File: config.mk
export PLATFORM = sky130hd
export DESIGN_NAME = reservation_station_cdb
export DESIGN_NICKNAME = d
export VERILOG_FILES = /design/src/rtl/reservation_station_cdb_pkg.sv /design/src/rtl/reservation_station_cdb_age_select.sv /design/src/rtl/reservation_station_cdb.sv
export SDC_FILE = /design/constraint.sdc
export NUM_CORES = 2
export LEC_CHECK = 0
export CORE_ASPECT_RATIO = 0.7
export CORE_MARGIN = 2
export CORE_UTILIZATION = 40
export DETAILED_ROUTE_END_ITERATION = 10
export SETUP_SLACK_MARGIN = 0.4
export SLEW_MARGIN = 20
export SYNTH_ARGS = -nofsm -noshare
export SYNTH_HDL_FRONTEND = slang
export SYNTH_SLANG_ARGS = --single-unit
File: constraint.sdc
create_clock -name clk -period 11.59 [get_ports clk]
set_clock_uncertainty 0.2 [all_clocks]
set_input_delay 3.477 -clock clk [delete_from_list [all_inputs] [get_ports clk]]
set_output_delay 3.477 -clock clk [all_outputs]
set_load 0.1 [all_outputs]
File: src/rtl/reservation_station_cdb_pkg.sv
// Shared types for the reservation station: entry/CDB structs, widths, default depth
// and the operand wakeup rule used on both stored and dispatching entries.
package reservation_station_cdb_pkg;

    localparam int unsigned RS_DEPTH = 8;
    localparam int unsigned TAG_W    = 6;
    localparam int unsigned DATA_W   = 32;
    localparam int unsigned ROB_W    = 5;
    localparam int unsigned OP_W     = 8;

    typedef logic [TAG_W-1:0]  ptag_t;
    typedef logic [DATA_W-1:0] data_t;
    typedef logic [ROB_W-1:0]  rob_t;

    typedef struct packed {
        logic [OP_W-1:0] op;
        ptag_t           ps1;
        ptag_t           ps2;
        logic            ps1_rdy;
        logic            ps2_rdy;
        data_t           ps1_val;
        data_t           ps2_val;
        ptag_t           pd;
        rob_t            rob_idx;
    } rs_entry_t;

    typedef struct packed {
        logic  valid;
        ptag_t pd;
        data_t rd_v;
        rob_t  rob_idx;
    } cdb_t;

    // Capture a broadcast into any not-yet-ready source waiting on its tag; tag 0 never broadcasts.
    function automatic rs_entry_t rs_wakeup(rs_entry_t e, cdb_t c);
        rs_entry_t r;
        r = e;
        if (c.valid && (c.pd != '0)) begin
            if (!e.ps1_rdy && (e.ps1 == c.pd)) begin
                r.ps1_rdy = 1'b1;
                r.ps1_val = c.rd_v;
            end
            if (!e.ps2_rdy && (e.ps2 == c.pd)) begin
                r.ps2_rdy = 1'b1;
                r.ps2_val = c.rd_v;
            end
        end
        return r;
    endfunction

endpackage

File: src/rtl/reservation_station_cdb_age_select.sv
// Oldest-ready picker: grants the requesting entry that no other requester is older than.
// age_older[j][i] set means entry j was dispatched before entry i.
module rs_age_select #(
    parameter int unsigned DEPTH = 8
) (
    input  logic [DEPTH-1:0]            req,
    input  logic [DEPTH-1:0][DEPTH-1:0] age_older,
    output logic [DEPTH-1:0]            grant
);

    always_comb begin
        grant = '0;
        for (int unsigned i = 0; i < DEPTH; i++) begin
            grant[i] = req[i];
            for (int unsigned j = 0; j < DEPTH; j++) begin
                if ((j != i) && req[j] && age_older[j][i]) begin
                    grant[i] = 1'b0;
                end
            end
        end
    end

endmodule

File: src/rtl/reservation_station_cdb.sv
// Reservation station with CDB wakeup, dispatch-time capture and age-ordered issue.
// Define RS_CDB_WAKEUP_ISSUE_EN to let a CDB wakeup make an entry issuable in the same cycle.
module reservation_station_cdb
    import reservation_station_cdb_pkg::*;
#(
    parameter int unsigned DEPTH = RS_DEPTH
) (
    input  logic      clk,
    input  logic      rst,
    input  logic      flush,
    input  logic      disp_valid,
    input  rs_entry_t disp_entry,
    output logic      disp_ready,
    input  cdb_t      cdb_in,
    output logic      iss_valid,
    output rs_entry_t iss_entry,
    input  logic      fu_ready
);

    logic [DEPTH-1:0]            valid_q, valid_d;
    logic [DEPTH-1:0][DEPTH-1:0] age_q, age_d;
    rs_entry_t                   entry_q [DEPTH];
    rs_entry_t                   entry_d [DEPTH];
    rs_entry_t                   entry_w [DEPTH];
    rs_entry_t                   sel_entry [DEPTH];
    rs_entry_t                   disp_w;
    logic [DEPTH-1:0]            free_onehot;
    logic [DEPTH-1:0]            ready_vec;
    logic [DEPTH-1:0]            grant;
    logic                        disp_fire;
    logic                        iss_fire;

    always_comb begin
        disp_ready  = ~&valid_q;
        free_onehot = ~valid_q & (valid_q + DEPTH'(1));
        disp_fire   = disp_valid && disp_ready && !flush;

        disp_w = disp_entry;
        if (disp_entry.ps1 == '0) begin
            disp_w.ps1_rdy = 1'b1;
            disp_w.ps1_val = '0;
        end
        if (disp_entry.ps2 == '0) begin
            disp_w.ps2_rdy = 1'b1;
            disp_w.ps2_val = '0;
        end
        disp_w = rs_wakeup(disp_w, cdb_in);

        for (int unsigned i = 0; i < DEPTH; i++) begin
            entry_w[i] = rs_wakeup(entry_q[i], cdb_in);
`ifdef RS_CDB_WAKEUP_ISSUE_EN
            sel_entry[i] = entry_w[i];
`else
            sel_entry[i] = entry_q[i];
`endif
            ready_vec[i] = valid_q[i] && sel_entry[i].ps1_rdy && sel_entry[i].ps2_rdy;
        end
    end

    rs_age_select #(
        .DEPTH(DEPTH)
    ) u_age_select (
        .req      (ready_vec),
        .age_older(age_q),
        .grant    (grant)
    );

    always_comb begin
        iss_valid = (|grant) && !flush && !rst;
        iss_entry = '0;
        for (int unsigned i = 0; i < DEPTH; i++) begin
            if (grant[i]) begin
                iss_entry = sel_entry[i];
            end
        end
        iss_fire = iss_valid && fu_ready;
    end

    always_comb begin
        valid_d = valid_q;
        age_d   = age_q;
        for (int unsigned i = 0; i < DEPTH; i++) begin
            entry_d[i] = entry_w[i];
            if (iss_fire && grant[i]) begin
                valid_d[i] = 1'b0;
            end
        end
        if (disp_fire) begin
            for (int unsigned i = 0; i < DEPTH; i++) begin
                if (free_onehot[i]) begin
                    entry_d[i] = disp_w;
                    valid_d[i] = 1'b1;
                    // New entry is younger than everything currently held, issuing ones included.
                    for (int unsigned j = 0; j < DEPTH; j++) begin
                        age_d[i][j] = 1'b0;
                        age_d[j][i] = valid_q[j];
                    end
                end
            end
        end
        if (flush) begin
            valid_d = '0;
            age_d   = '0;
        end
    end

    always_ff @(posedge clk) begin
        if (rst) begin
            valid_q <= '0;
            age_q   <= '0;
        end else begin
            valid_q <= valid_d;
            age_q   <= age_d;
        end
    end

    always_ff @(posedge clk) begin
        entry_q <= entry_d;
    end

endmodule

==> results.md <==
* Count leader, synth: nand2_1
* Die Span Y at between 200 and 300 µm
* Sequential Power Share at around half
* First-pass GRT wire length at ~210000 µm
* Share of cells above drive strength 1 at approximately 8.6%
* Reg2Reg Depth at 6
* Routed Antenna Nets at 0
* Postcts setup bufs at 0
* Reg2reg start: valid_q[1]
* Worst path buffer plus inverter count at 3
* Net count after synthesis at ~4500
* CP Cell Sequence: and3_1 > o2111ai_2 > nor2_4 > buf_4 > buf_4 > a221o_1 > a221o_1 > clkdlybuf4s50_1
* Post-synthesis register bit count at 840
* Max Cap Violations at 0
* Dpl cells at ~5600
* Fill cell count at slightly below 10000
* Non-Filler Instances at ~5700
* Top Family by Delay on Critical Path: buffers and inverters
* Longest Clk Path Bufs at 3
* GR Overflow Total at 0
* Critical path origin: valid_q[5]
* Die Width at about 390 µm
* Critical Path AT at approximately 5.9 ns
* Routed len/inst at ~25 µm
* Crit Path Max Fanout at 47
* Hold WS at 0.2642 ns
* Detail Placement HPWL at about 80000 µm
* Top post-synthesis cells by area: dfxtp_1 (28%), edfxtp_1 (18%), mux2i_1 (12%)
* HP Class: reg2reg
* Crit path largest cell delay at between 1 and 1.5 ns
* Worst-path clk slew at ~0.060 ns
* CTS buffer count at 87
* Combinational Power Share at under 10%
* Crit path depth at 8
* Net Sw Frac at around 25%
* Cts hold-fix bufs at 0
* Synth top area share at approximately 28%
* Distinct cell type count after synthesis at between 60 and 70
* Post-synthesis sequential area ratio at approximately 46%
* Post-Synthesis Cell Area at between 0.04 and 0.05 mm²
* DR vias at about 34000
* CP Capture Type: primary output
* Fin. max-slew vios at 0
* EDFF count, synth at between 200 and 250
* Final Hold Fails at 0
* Switch Pwr at roughly 1700 µW
* Clock power share at slightly above 40%
* Crit Path Class: reg2out
* Pleak at roughly 0.015 µW
* Nets at around 4400
* Drt pass-1 iters at 6
* Largest net degree at the start of global routing at just under 200
* Critical Path End: iss_entry[74]
* Final setup vio count at 0
* Yosys warnings at 0
* DRC at 0
* Post-synth top area cell: dfxtp_1
* I/O Buffers at 239
* Slew HR at about a fifth
* Worst skew pair latency at just under 0.7 ns
* Synth Area per Inst at 9.625 µm²
* Status: completed
* Max Freq at about 100 MHz
* Initial antenna violation count at 2
* Async SR Flop Fraction at 0%
* RSZ-0062 raised after global routing: no
* RR Endpoint: entry_q[164]
* Worst IR Drop VDD at 0.1127 mV
* IO Pins at 245
* Root buffer selected by CTS: clkbuf_16
* Layout Area Growth over Synthesis at 13.04%
* Tcrit/Tclk final at 82.84%
* Sink Count at 840
* Row count at between 90 and 100
* Setup TNS at 0 ns
* Crit path required time at slightly below 8 ns
* Placer congestion estimate at 0.8430
* Global Route Usage Sum at a little over a quarter
* P per Cell Area at around 140 mW/mm²
* Initial DRC Count at ~3300
* Htree depth at 3
* Post-cts gate resize count at 0
* Synth Flop Type: dfxtp_1
* Vias/cell at between 5 and 6
* Post-Route WL at roughly 150000 µm
* Crit-path slowest cell: clkdlybuf4s50_1
* CTS tree: done
* Measured slew at the worst slew-check pin at 1.182 ns
* Commonest cells in the netlist: nand2_1 (624), dfxtp_1 (592), mux2i_1 (517)
* Core Box Area at approximately 0.10 mm²
* Internal Power at roughly 5100 µW
* Vias in the first global route at 31720
* Gate Count Post-Synth at around 4300
* Tmin final at between 9 and 10 ns
* Die area at about 0.11 mm²
* HP Start: age_q[5]
* FF-to-FF setup slack at around 7.4 ns
* Starting Density at just over 40%
* Critical Path Start Type: flip-flop
[worst min-delay path: stages (launching register included)]
cell,delay (ns)
dfxtp_1,0.31
nand2_1,0.05
a21oi_1,0.05
[registers in the layout, indices dropped and copies added (netlist names)]
name,flops
entry_q,776
age_q,56
valid_q,8
[power by group through the flow]
| stage | registers [µW] | clock network [µW] | logic (µW) |
|---|---|---|---|
| after floorplan | 3470 | 0 | 416 |
| after detailed placement | 3530 | 0 | 570 |
| after global routing | 3500 | 2950 | 635 |
| after global placement | 3520 | 0 | 549 |
| final | 3470 | 2810 | 573 |
| after CTS | 3470 | 2830 | 569 |
[per-stage QoR]
step | total power [µW] | util [%] | setup WS, ns | instance area [µm²]
2_1_floorplan | 3884 | - | 2.342 | 41850
3_3_place_gp | 4069 | 42.84 | 2.402 | 44520
3_5_place_dp | 4095 | 42.84 | 2.391 | 44520
4_1_cts | 6868 | 45.51 | 2.058 | 47300
5_1_grt | 7086 | 45.51 | 1.909 | 47300
6_report | 6849 | 45.52 | 1.989 | 47300
[worst min path at each step]
stage / endpoint / slack (ns) / cells after the start
floorplan: age_q[10] / 0.24 / 2
global placement: age_q[5] / 0.25 / 2
detailed placement: age_q[13] / 0.25 / 2
CTS: age_q[5] / 0.26 / 2
global route: age_q[1] / 0.28 / 1
finish: age_q[5] / 0.26 / 2
[cell usage in the layout, fill, tap and decap left out, drive strengths merged, types with 3 or more instances in the layout]
cell type and count:
buf 70, a31oi 4, bufinv 3, nand4 47, clkbuf 122, o22a 4
xor2 70, a221o 186, clkinv 25, a22oi 5, nor2 276, a211oi 97
dfxtp 592, mux2i 577, and3 6, o21ai 520, o22ai 93, a2111oi 95
nor4 20, nand3 117, o21a 6, a21oi 48, nor3 117, inv 56
or3 4, clkinvlp 5, or2 5, xnor2 38, o2111ai 8, a22o 4
nand2 624, clkdlybuf4s50 239, edfxtp 248
[area by class of cell]
class	instances	area (µm²)	area share (%)
antenna	1	2.502	0.005290
clock buffer	122	2500	5.285
clock inverter	34	275.3	0.5819
inverter	55	244.0	0.5158
multi-input combinational	2998	20300	42.91
sequential	840	19300	40.80
tap	1363	1705	3.605
timing repair buffer	309	2980	6.300
[logic make-up after synthesis]
kind of cell	after synthesis	share of synthesized area (%)
and+or+nand+nor	1229	12.50
AOI/OAI and AO/OA	1084	18.39
DFF	840	46.11
muxes	577	14.97
buffers and inverters	510	5.767
xor gates and xnor gates	108	2.260
[metal layers]
layer / wire, µm / part of all wire, % / global-route usage, % / vias up
met5: 7 / 0.0048 / 0 / -
met4: 2767 / 1.9 / 6.005 / 2
met3: 12640 / 8.7 / 4.892 / 169
met2: 63590 / 44 / 40.23 / 1473
met1: 66010 / 46 / 38.34 / 16450
li1: - / - / - / 15740
Power figures use the tool's default switching activity.
